$ cat src/rtl/efuse_op_sched_if.sv
// eFuse macro pin bundle: strobe controls and address out, read data back.
`timescale 1ns/1ps
interface efuse_op_sched_if #(
  parameter int ADDR_W = 8,
  parameter int DATA_W = 8
);
  logic              efuse_pgmen;
  logic              efuse_rden;
  logic              efuse_aen;
  logic [ADDR_W-1:0] efuse_addr;
  logic [DATA_W-1:0] efuse_dout;

  modport master (
    output efuse_pgmen,
    output efuse_rden,
    output efuse_aen,
    output efuse_addr,
    input  efuse_dout
  );

  modport slave (
    input  efuse_pgmen,
    input  efuse_rden,
    input  efuse_aen,
    input  efuse_addr,
    output efuse_dout
  );
endinterface

$ cat src/rtl/efuse_op_sched.sv
// Arbitrates the eFuse macro between boot autoload and register-mode accesses
// and sequences the setup / strobe / hold waveform with programmable widths.
`timescale 1ns/1ps
module efuse_op_sched #(
  parameter int ADDR_W     = 8,
  parameter int DATA_W     = 8,
  parameter int LOAD_WORDS = 16
) (
  input  logic              clk,
  input  logic              rst_n,
  input  logic              boot_load_start,
  input  logic              rg_efuse_req,
  input  logic              rg_efuse_op,
  input  logic [ADDR_W-1:0] rg_efuse_addr,
  input  logic              rg_efuse_pgm_en,
  input  logic [3:0]        rg_efuse_tsu,
  input  logic [9:0]        rg_efuse_trd,
  input  logic [9:0]        rg_efuse_tpgm,
  output logic              rg_efuse_ack,
  output logic              rg_efuse_err,
  output logic [DATA_W-1:0] rg_efuse_rdata,
  output logic              rg_efuse_busy,
  efuse_op_sched_if.master  efuse,
  output logic              load_wr_en,
  output logic [ADDR_W-1:0] load_wr_addr,
  output logic [DATA_W-1:0] load_wr_data,
  output logic              boot_load_done
);

  typedef enum logic [1:0] {IDLE, SETUP, STROBE, HOLD} state_t;

  localparam logic [ADDR_W-1:0] LAST_IDX = ADDR_W'(LOAD_WORDS - 1);
  localparam logic [ADDR_W-1:0] IDX_ONE  = ADDR_W'(1);

  state_t            state_q, state_n;
  logic [9:0]        cnt_q, cnt_n;
  logic [3:0]        tsu_q, tsu_n;
  logic [9:0]        tw_q, tw_n;
  logic              op_q, op_n;
  logic [ADDR_W-1:0] raddr_q, raddr_n;
  logic              reg_pend_q, reg_pend_n;
  logic              reg_active_q, reg_active_n;
  logic              boot_pend_q, boot_pend_n;
  logic              cur_boot_q, cur_boot_n;
  logic              cur_pgm_q, cur_pgm_n;
  logic [ADDR_W-1:0] load_idx_q, load_idx_n;
  logic [DATA_W-1:0] dcap_q, dcap_n;
  logic              pgmen_q, pgmen_n;
  logic              rden_q, rden_n;
  logic              aen_q, aen_n;
  logic [ADDR_W-1:0] maddr_q, maddr_n;
  logic              ack_q, ack_n;
  logic              err_q, err_n;
  logic [DATA_W-1:0] rdata_q, rdata_n;
  logic              lwe_q, lwe_n;
  logic [ADDR_W-1:0] lwa_q, lwa_n;
  logic [DATA_W-1:0] lwd_q, lwd_n;
  logic              done_q, done_n;
  logic              busy_q, busy_n;

  logic [3:0] tsu_eff;
  logic [9:0] trd_eff;
  logic [9:0] tpgm_eff;
  logic       boot_accept;
  logic       reg_accept;
  logic       slot_free;

  assign tsu_eff     = (rg_efuse_tsu  == 4'd0)  ? 4'd1  : rg_efuse_tsu;
  assign trd_eff     = (rg_efuse_trd  == 10'd0) ? 10'd1 : rg_efuse_trd;
  assign tpgm_eff    = (rg_efuse_tpgm == 10'd0) ? 10'd1 : rg_efuse_tpgm;
  assign boot_accept = boot_load_start & ~boot_pend_q;
  assign reg_accept  = rg_efuse_req & ~reg_pend_q & ~reg_active_q;
  // The final HOLD cycle doubles as an IDLE slot so back-to-back accesses have no gap.
  assign slot_free   = (state_q == IDLE) | ((state_q == HOLD) & (cnt_q == 10'd0));

  always_comb begin
    state_n      = state_q;
    cnt_n        = cnt_q;
    tsu_n        = tsu_q;
    tw_n         = tw_q;
    op_n         = op_q;
    raddr_n      = raddr_q;
    reg_pend_n   = reg_pend_q;
    reg_active_n = reg_active_q;
    boot_pend_n  = boot_pend_q;
    cur_boot_n   = cur_boot_q;
    cur_pgm_n    = cur_pgm_q;
    load_idx_n   = load_idx_q;
    dcap_n       = dcap_q;
    pgmen_n      = pgmen_q;
    rden_n       = rden_q;
    aen_n        = aen_q;
    maddr_n      = maddr_q;
    ack_n        = 1'b0;
    err_n        = 1'b0;
    rdata_n      = rdata_q;
    lwe_n        = 1'b0;
    lwa_n        = lwa_q;
    lwd_n        = lwd_q;
    done_n       = done_q;

    if (boot_accept) begin
      boot_pend_n = 1'b1;
      done_n      = 1'b0;
    end
    if (reg_accept) begin
      reg_pend_n = 1'b1;
      op_n       = rg_efuse_op;
      raddr_n    = rg_efuse_addr;
    end

    case (state_q)
      SETUP: begin
        if (cnt_q == 10'd0) begin
          state_n = STROBE;
          cnt_n   = tw_q - 10'd1;
          aen_n   = 1'b1;
        end else begin
          cnt_n = cnt_q - 10'd1;
        end
      end
      STROBE: begin
        if (cnt_q == 10'd0) begin
          state_n = HOLD;
          cnt_n   = {6'd0, tsu_q} - 10'd1;
          aen_n   = 1'b0;
          dcap_n  = efuse.efuse_dout;
        end else begin
          cnt_n = cnt_q - 10'd1;
        end
      end
      HOLD: begin
        if (cnt_q == 10'd0) begin
          state_n = IDLE;
          pgmen_n = 1'b0;
          rden_n  = 1'b0;
          if (cur_boot_q) begin
            lwe_n = 1'b1;
            lwa_n = load_idx_q;
            lwd_n = dcap_q;
            if (load_idx_q == LAST_IDX) begin
              boot_pend_n = 1'b0;
              done_n      = 1'b1;
              load_idx_n  = '0;
            end else begin
              load_idx_n = load_idx_q + IDX_ONE;
            end
          end else begin
            reg_active_n = 1'b0;
            ack_n        = 1'b1;
            if (!cur_pgm_q) rdata_n = dcap_q;
          end
        end else begin
          cnt_n = cnt_q - 10'd1;
        end
      end
      default: ;
    endcase

    // Grant: autoload words first, then a pending register access.
    if (slot_free) begin
      if (boot_pend_n) begin
        state_n    = SETUP;
        cur_boot_n = 1'b1;
        cur_pgm_n  = 1'b0;
        rden_n     = 1'b1;
        pgmen_n    = 1'b0;
        aen_n      = 1'b0;
        maddr_n    = load_idx_n;
        tsu_n      = tsu_eff;
        tw_n       = trd_eff;
        cnt_n      = {6'd0, tsu_eff} - 10'd1;
      end else if (reg_pend_n) begin
        reg_pend_n = 1'b0;
        if (op_n && !rg_efuse_pgm_en) begin
          ack_n = 1'b1;
          err_n = 1'b1;
        end else begin
          state_n      = SETUP;
          cur_boot_n   = 1'b0;
          cur_pgm_n    = op_n;
          reg_active_n = 1'b1;
          pgmen_n      = op_n;
          rden_n       = ~op_n;
          aen_n        = 1'b0;
          maddr_n      = raddr_n;
          tsu_n        = tsu_eff;
          tw_n         = op_n ? tpgm_eff : trd_eff;
          cnt_n        = {6'd0, tsu_eff} - 10'd1;
        end
      end
    end

    busy_n = reg_pend_n | reg_active_n;
  end

  // Single register stage for state and every output keeps all pins glitch-free.
  always_ff @(posedge clk or negedge rst_n) begin
    if (!rst_n) begin
      state_q      <= IDLE;
      cnt_q        <= '0;
      tsu_q        <= '0;
      tw_q         <= '0;
      op_q         <= 1'b0;
      raddr_q      <= '0;
      reg_pend_q   <= 1'b0;
      reg_active_q <= 1'b0;
      boot_pend_q  <= 1'b0;
      cur_boot_q   <= 1'b0;
      cur_pgm_q    <= 1'b0;
      load_idx_q   <= '0;
      dcap_q       <= '0;
      pgmen_q      <= 1'b0;
      rden_q       <= 1'b0;
      aen_q        <= 1'b0;
      maddr_q      <= '0;
      ack_q        <= 1'b0;
      err_q        <= 1'b0;
      rdata_q      <= '0;
      lwe_q        <= 1'b0;
      lwa_q        <= '0;
      lwd_q        <= '0;
      done_q       <= 1'b0;
      busy_q       <= 1'b0;
    end else begin
      state_q      <= state_n;
      cnt_q        <= cnt_n;
      tsu_q        <= tsu_n;
      tw_q         <= tw_n;
      op_q         <= op_n;
      raddr_q      <= raddr_n;
      reg_pend_q   <= reg_pend_n;
      reg_active_q <= reg_active_n;
      boot_pend_q  <= boot_pend_n;
      cur_boot_q   <= cur_boot_n;
      cur_pgm_q    <= cur_pgm_n;
      load_idx_q   <= load_idx_n;
      dcap_q       <= dcap_n;
      pgmen_q      <= pgmen_n;
      rden_q       <= rden_n;
      aen_q        <= aen_n;
      maddr_q      <= maddr_n;
      ack_q        <= ack_n;
      err_q        <= err_n;
      rdata_q      <= rdata_n;
      lwe_q        <= lwe_n;
      lwa_q        <= lwa_n;
      lwd_q        <= lwd_n;
      done_q       <= done_n;
      busy_q       <= busy_n;
    end
  end

  assign efuse.efuse_pgmen = pgmen_q;
  assign efuse.efuse_rden  = rden_q;
  assign efuse.efuse_aen   = aen_q;
  assign efuse.efuse_addr  = maddr_q;
  assign rg_efuse_ack      = ack_q;
  assign rg_efuse_err      = err_q;
  assign rg_efuse_rdata    = rdata_q;
  assign rg_efuse_busy     = busy_q;
  assign load_wr_en        = lwe_q;
  assign load_wr_addr      = lwa_q;
  assign load_wr_data      = lwd_q;
  assign boot_load_done    = done_q;

endmodule
$ cat src/flat_wrapper.sv
// flat-port wrapper written by rule: the top's interface ports become plain ports
module efuse_op_sched_flat 
#(
  parameter int ADDR_W     = 8,
  parameter int DATA_W     = 8,
  parameter int LOAD_WORDS = 16
)
  (clk, rst_n, boot_load_start, rg_efuse_req, rg_efuse_op, rg_efuse_addr, rg_efuse_pgm_en, rg_efuse_tsu, rg_efuse_trd, rg_efuse_tpgm, rg_efuse_ack, rg_efuse_err, rg_efuse_rdata, rg_efuse_busy, load_wr_en, load_wr_addr, load_wr_data, boot_load_done, efuse_efuse_pgmen, efuse_efuse_rden, efuse_efuse_aen, efuse_efuse_addr, efuse_efuse_dout);
  efuse_op_sched_if #(.ADDR_W(ADDR_W), .DATA_W(DATA_W)) efuse_i ();
  input  logic clk;
  input  logic rst_n;
  input  logic boot_load_start;
  input  logic rg_efuse_req;
  input  logic rg_efuse_op;
  input  logic [ADDR_W-1:0] rg_efuse_addr;
  input  logic rg_efuse_pgm_en;
  input  logic [3:0] rg_efuse_tsu;
  input  logic [9:0] rg_efuse_trd;
  input  logic [9:0] rg_efuse_tpgm;
  output logic rg_efuse_ack;
  output logic rg_efuse_err;
  output logic [DATA_W-1:0] rg_efuse_rdata;
  output logic rg_efuse_busy;
  output logic load_wr_en;
  output logic [ADDR_W-1:0] load_wr_addr;
  output logic [DATA_W-1:0] load_wr_data;
  output logic boot_load_done;
  output wire logic [$bits(efuse_i.efuse_pgmen)-1:0] efuse_efuse_pgmen;
  output wire logic [$bits(efuse_i.efuse_rden)-1:0] efuse_efuse_rden;
  output wire logic [$bits(efuse_i.efuse_aen)-1:0] efuse_efuse_aen;
  output wire logic [$bits(efuse_i.efuse_addr)-1:0] efuse_efuse_addr;
  input wire logic [$bits(efuse_i.efuse_dout)-1:0] efuse_efuse_dout;
  assign efuse_efuse_pgmen = efuse_i.efuse_pgmen;
  assign efuse_efuse_rden = efuse_i.efuse_rden;
  assign efuse_efuse_aen = efuse_i.efuse_aen;
  assign efuse_efuse_addr = efuse_i.efuse_addr;
  assign efuse_i.efuse_dout = efuse_efuse_dout;
  efuse_op_sched #(.ADDR_W(ADDR_W), .DATA_W(DATA_W), .LOAD_WORDS(LOAD_WORDS)) u_core (.clk(clk), .rst_n(rst_n), .boot_load_start(boot_load_start), .rg_efuse_req(rg_efuse_req), .rg_efuse_op(rg_efuse_op), .rg_efuse_addr(rg_efuse_addr), .rg_efuse_pgm_en(rg_efuse_pgm_en), .rg_efuse_tsu(rg_efuse_tsu), .rg_efuse_trd(rg_efuse_trd), .rg_efuse_tpgm(rg_efuse_tpgm), .rg_efuse_ack(rg_efuse_ack), .rg_efuse_err(rg_efuse_err), .rg_efuse_rdata(rg_efuse_rdata), .rg_efuse_busy(rg_efuse_busy), .efuse(efuse_i), .load_wr_en(load_wr_en), .load_wr_addr(load_wr_addr), .load_wr_data(load_wr_data), .boot_load_done(boot_load_done));
endmodule
$ cat config.mk
export PLATFORM = sky130hd
export DESIGN_NAME = efuse_op_sched_flat
export DESIGN_NICKNAME = d
export VERILOG_FILES = /design/src/rtl/efuse_op_sched_if.sv /design/src/rtl/efuse_op_sched.sv /design/src/flat_wrapper.sv
export SDC_FILE = /design/constraint.sdc
export NUM_CORES = 1
export LEC_CHECK = 0
export CORE_ASPECT_RATIO = 2
export CORE_MARGIN = 4
export CORE_UTILIZATION = 40
export CTS_CLUSTER_SIZE = 25
export DETAILED_ROUTE_END_ITERATION = 10
export HOLD_SLACK_MARGIN = 0.06
export PLACE_DENSITY = 0.71
export SETUP_SLACK_MARGIN = 0.2
export SKIP_LAST_GASP = 1
export SYNTH_ARGS = -nofsm -noshare
export SYNTH_HDL_FRONTEND = slang
export SYNTH_SLANG_ARGS = --single-unit
$ cat constraint.sdc
create_clock -name clk -period 3.3 [get_ports clk]
set_input_delay 0.33 -clock clk [delete_from_list [all_inputs] [get_ports clk]]
set_output_delay 0.33 -clock clk [all_outputs]
set_load 0.01 [all_outputs]
# Word-level counts from Yosys, hierarchy flattened
# Cells that the tools add are included.
[totals] ff_bits=96 inputBits=46
[classes] addsub=5 eq_ne=5 n_mux=94 bitwise=12 reduce_logical=12
[op_table] cell="2-to-1 mux 10 bit" count=13
[op_table] cell="2-to-1 mux 8 bit" count=8
[op_table] cell="2-to-1 mux 1 bit" count=59
[op_table] cell="zero test 10 bit" count=3
[op_table] cell="case mux 10 bit (3 select lines)" count=1
[op_table] cell="subtractor 10 x 1 -> 10 bit (second input constant)" count=2
[op_table] cell="2-to-1 mux 4 bit" count=4
[op_table] cell="2-to-1 mux 2 bit" count=7
[op_table] cell="subtractor 4 x 1 -> 5 bit (second input constant)" count=2
[op_table] cell="adder 8 x 1 -> 8 bit (second input constant)" count=1
[op_table] cell="== test 8 x 4 -> 1 bit (second input constant)" count=1
[op_table] cell="NOT 1 bit" count=6
[op_table] cell="case mux 2 bit (3 select lines)" count=1
[op_table] cell="AND reduction 3 bit" count=2
[op_table] cell="bitwise AND 1 bit" count=4
[op_table] cell="== test 2 bit (second input constant)" count=2
[op_table] cell="zero test 4 bit" count=1
[op_table] cell="AND reduction 4 bit" count=1
[op_table] cell="== test 2 x 1 -> 1 bit (second input constant)" count=1
[op_table] cell="zero test 2 bit" count=1
[op_table] cell="!= test 2 x 1 -> 1 bit (second input constant)" count=1
[op_table] cell="bitwise OR 1 bit" count=2
[op_table] cell="case mux 1 bit (2 select lines)" count=1
[op_table] cell="AND reduction 2 bit" count=1
[op_table] cell="3 further kinds" count=3

# Depth between registers and ports, before layout
[depth] depth_word=10 ltp_mapped=10 ltp_nobuf=9

# Worst setup path after synthesis
# No wires, ideal clock.
[synth_path] path_kind="reg2reg" start="register u_core.cnt_q[5]" end="register u_core.lwa_q[1], in the netlist u_core.load_wr_addr[1]" arrival_ps=2184 t_required_ps=3175 path_slack_ps=991 stages_incl_launch_ff=7 cell_sequence="dfrtp_1 or4_4 nor3_2 and3_1 buf_2 buf_2 mux2_2"
[synth_via] elab_chain_cells=2
[synth_lines] item="start, declared" line_no="efuse_op_sched.sv:36" source="logic [9:0] cnt_q, cnt_n;"
[synth_lines] item="start signal, assigned" line_no="efuse_op_sched.sv:227" source="cnt_q <= cnt_n;"
[synth_lines] item="zero test 10 bit" line_no="efuse_op_sched.sv:133" source="if (cnt_q == 10'd0) begin"
[synth_lines] item="AND reduction 3 bit (no line)"
[synth_lines] item="end signal, assigned" line_no="efuse_op_sched.sv:247" source="lwa_q <= lwa_n;"
[synth_lines] item="end, declared" line_no="efuse_op_sched.sv:56" source="logic [ADDR_W-1:0] lwa_q, lwa_n;"
# Every way passes these cells.
# A chain may end at the register's enable or synchronous reset.

# Worst setup path after layout
[layout_path] start="register u_core.cnt_q[5]" end="register u_core.tw_q[1]"
[layout_via] elab_chain_cells=5
[layout_lines] item="zero test 10 bit *" line_no="efuse_op_sched.sv:74, efuse_op_sched.sv:133"
[layout_lines] item="2-to-1 mux 1 bit" line_no="efuse_op_sched.sv:133"
[layout_lines] item="2-to-1 mux 1 bit" line_no="efuse_op_sched.sv:112" source="case (state_q)"
[layout_lines] item="!= test 2 x 1 -> 1 bit (no line) / nonzero test 2 bit (equally long branches)"
[layout_lines] item="AND reduction 3 bit (no line)"
[layout_lines] item="end signal, assigned" line_no="efuse_op_sched.sv:229" source="tw_q <= tw_n;"
[layout_lines] item="end, declared" line_no="efuse_op_sched.sv:38" source="logic [9:0] tw_q, tw_n;"
# Every way passes the cells marked *; elsewhere a longest branch is shown, timed or not.

==> summary.txt <==
Drt
  – Detailed-route via count: around 3800
  – DRT Pass-1 Iters: 4
  – WL met3: between 500 and 600 um
  – WL met1: 4380 um
  – Avg WL per Cell: approximately 19 um
  – DRC: 0
  – Vias per cell: 5.50
  – WL final: between 10000 and 15000 um
  – Initial detailed-routing violation count: around 170
  – Final ANT Viol Nets: 0
  – Met2 routed WL: roughly 7600 um
  – Top Layer Used: met4

Critical path
  – CP Max Fanout: 18
  – Worst setup path class: reg -> reg
  – Worst setup EP type: flip-flop
  – Crit path launch type: flip-flop
  – Arrival time worst endpoint: about 3.0 ns
  – Worst Path Required: 3.49 ns

Synthesis
  – Synth top area share: 0.504
  – Sequential fraction of the synthesis area: 0.504
  – Top_reg_cell synth: dfrtp_1
  – Cell taking the most area after synthesis: dfrtp_1
  – Synth cell count leaders: dfrtp_1, nand2_1, mux2_2, nor2_1, a21oi_1
  – Post-Syn Instances: 450
  – Mapped Avg Cell Area: about 11 sq um
  – Count leader, synth: dfrtp_1
  – Post-synth EDFFs: 0
  – Synth Net Count: slightly above 500
  – Warnings from Yosys: 0
  – Synth top area cells: dfrtp_1, mux2_2, nand2_1
  – Synth Cell Area: around 4800 sq um
  – Async S/R FF share, synth: 1.00
  – #FFs+latches synth: between 90 and 100
  – Yosys cell types: 55

STA
  – Period utilisation layout: 0.863
  – Worst slew margin: 0.379
  – Final hold viol count: 0
  – Fmax: approximately 0.35 GHz
  – Unrepaired setup endpoints after global routing: false
  – Worst Max-Slew Pin Slew: 0.932 ns
  – Skew final: between 0.004 and 0.005 ns
  – Min Clock Period, post-route: between 2 and 3 ns
  – Setup TNS: 0 ns
  – # setup viols final: 0
  – Final slew viol count: 0

Finish
  – Share of post-route cells with drive strength above 1: 0.162
  – Post-layout nets: 600
  – Post-route cell area: between 6000 and 7000 sq um
  – Ant. Diodes: 0
  – Area growth from synthesis to layout: 27.9%

CTS
  – Post-CTS setup buffer count: 0
  – Clock Sinks: between 90 and 100
  – CTS tree: done
  – Clock insertion delay at the later pin of the skew report: 0.34 ns
  – Reg clk slew, reported paths: ~0.07 ns
  – Hold_buf cts: 0
  – Root Driver: clkbuf_16
  – Post-CTS sizing: 0
  – Worst-case clock buffer depth: 2
  – Total CTS buffers: 9
  – H-tree Lvls: 3

Job
  – Max-cap violation count: 0

Hold path
  – Hold WC Path Type: in -> async

Placement
  – DPL Wire Length: about 9700 um
  – IO buf count: between 80 and 90
  – Cell Area, Placed: ~5800 sq um
  – Gpl congestion: 0.901

Die
  – Die extent in y: around 160 um
  – IO Pins: between 80 and 90
  – Core ar.: around 12000 sq um
  – Chip width: ~85 um
  – Initial Util: 0.407
  – Die outline area: roughly 14000 sq um
  – Core Rows: 56

Pwr
  – Maximum VDD drop: about 0.00045 V
  – Power Total: ~4.5 mW
  – Leakage power: 2.64 nW
  – Pwr dens: around 730 nW/um^2

Global routing
  – Largest net degree at the start of global routing: 73
  – Total gr overflow: 0
  – Initial antenna violation count: 0
  – Total track usage: 0.193
  – Global-route wire length before repair: ~21000 um
  – Number of global-route vias before repair: around 4000

Status
  – Status: finished clean
layout make-up:
class | count | area, sq um
Clock buffer | 9 | 225
Clock inverter | 7 | 61.3
Timing Repair Buffer | 100 | 961
Inverter | 13 | 48.8
Sequential cell | 96 | 2400
Fill cell | 1007 | 5610
Multi-Input combinational cell | 324 | 2210
Tap cell | 145 | 181
layout by cell type (no fill, tap or decap), drive strengths merged, types with 3 or more instances in the layout:
cell,n
a2111oi,3
a211oi,5
a21boi,5
a21o,5
a21oi,25
a221oi,3
a31oi,3
and3,5
buf,16
clkbuf,9
clkdlybuf4s50,84
clkinv,3
dfrtp,96
ha,10
inv,15
mux2,43
mux2i,11
nand2,50
nand2b,4
nand3,8
nand4,5
nor2,34
nor3,14
nor4,10
o21ai,36
o31ai,3
xnor2,8
xor2,7
report_power, final:
group | internal (mW) | switching, mW
logic | 0.731 | 0.997
clock network | 0.525 | 0.479
registers | 1.48 | 0.261
total | 2.73 | 1.74
worst max-delay path, stage by stage, from the launching register on:
cell and delay (ns):
dfrtp_1 0.45, or4_4 0.61, nor4_4 0.37, o2bb2ai_2 0.17, inv_2 0.17, o21ai_2 0.76, o21ai_1 0.16
state kept, by name, summed over array words and instances (netlist names), 2 cells and up:
| register | cells |
|---|---|
| u_core.tsu_q | 4 |
| u_core.raddr_q | 8 |
| u_core.load_wr_data | 8 |
| u_core.rg_efuse_rdata | 8 |
| u_core.tw_q | 10 |
| u_core.cnt_q | 10 |
| u_core.load_idx_q | 8 |
| u_core.state_q | 2 |
| u_core.efuse.efuse_addr | 8 |
| u_core.dcap_q | 8 |
| u_core.load_wr_addr | 8 |
metrics by stage:
step | hold WS, ns | cells | util | setup WS [ns]
after global placement | 0.465 | 677 | 0.496 | 0.438
after global routing | 0.179 | 694 | 0.521 | 0.302
after CTS | 0.152 | 693 | 0.520 | 0.337
after floorplan | 0.0344 | 450 | - | 0.991
after detailed placement | 0.471 | 677 | 0.496 | 0.360
final | 0.109 | 694 | 0.521 | 0.452
path summary, 6_finish.rpt:
path,startpoint,to,slack (ns),cells after the start
worst max-delay path,u_core.cnt_q[5]$_DFF_PN0_,u_core.tw_q[1]$_DFFE_PN0P_,0.45,6
worst min-delay path,rst_n,u_core.cnt_q[1]$_DFF_PN0_,0.11,1
worst max register to register,u_core.cnt_q[5]$_DFF_PN0_,u_core.tw_q[1]$_DFFE_PN0P_,0.45,6
worst min register to register,u_core.efuse.efuse_addr[3]$_DFFE_PN0P_,u_core.efuse.efuse_addr[3]$_DFFE_PN0P_,0.48,1
max in group asynchronous,rst_n,u_core.raddr_q[4]$_DFF_PN0_,2.42,2
min in group clk,u_core.efuse.efuse_addr[3]$_DFFE_PN0P_,u_core.efuse.efuse_addr[3]$_DFFE_PN0P_,0.48,1
metal layers:
layer,vias to the layer above,GRT usage
li1,1810,-
met1,1886,0.200
met2,100,0.367
met3,23,0.0376
met4,0,0.0829
met5,-,0
kinds of logic (layout without fill, tap and decap cells):
| group | Yosys count | count (layout) | synth area share |
|---|---|---|---|
| simple gates | 141 | 141 | 0.144 |
| compound gates | 103 | 104 | 0.140 |
| flops | 96 | 96 | 0.504 |
| mux | 54 | 54 | 0.125 |
| buf+inv | 31 | 129 | 0.0328 |
| xor+xnor | 15 | 15 | 0.0276 |
| fa+ha+maj | 10 | 10 | 0.0263 |
No activity file was read; power rests on OpenSTA's default activity.
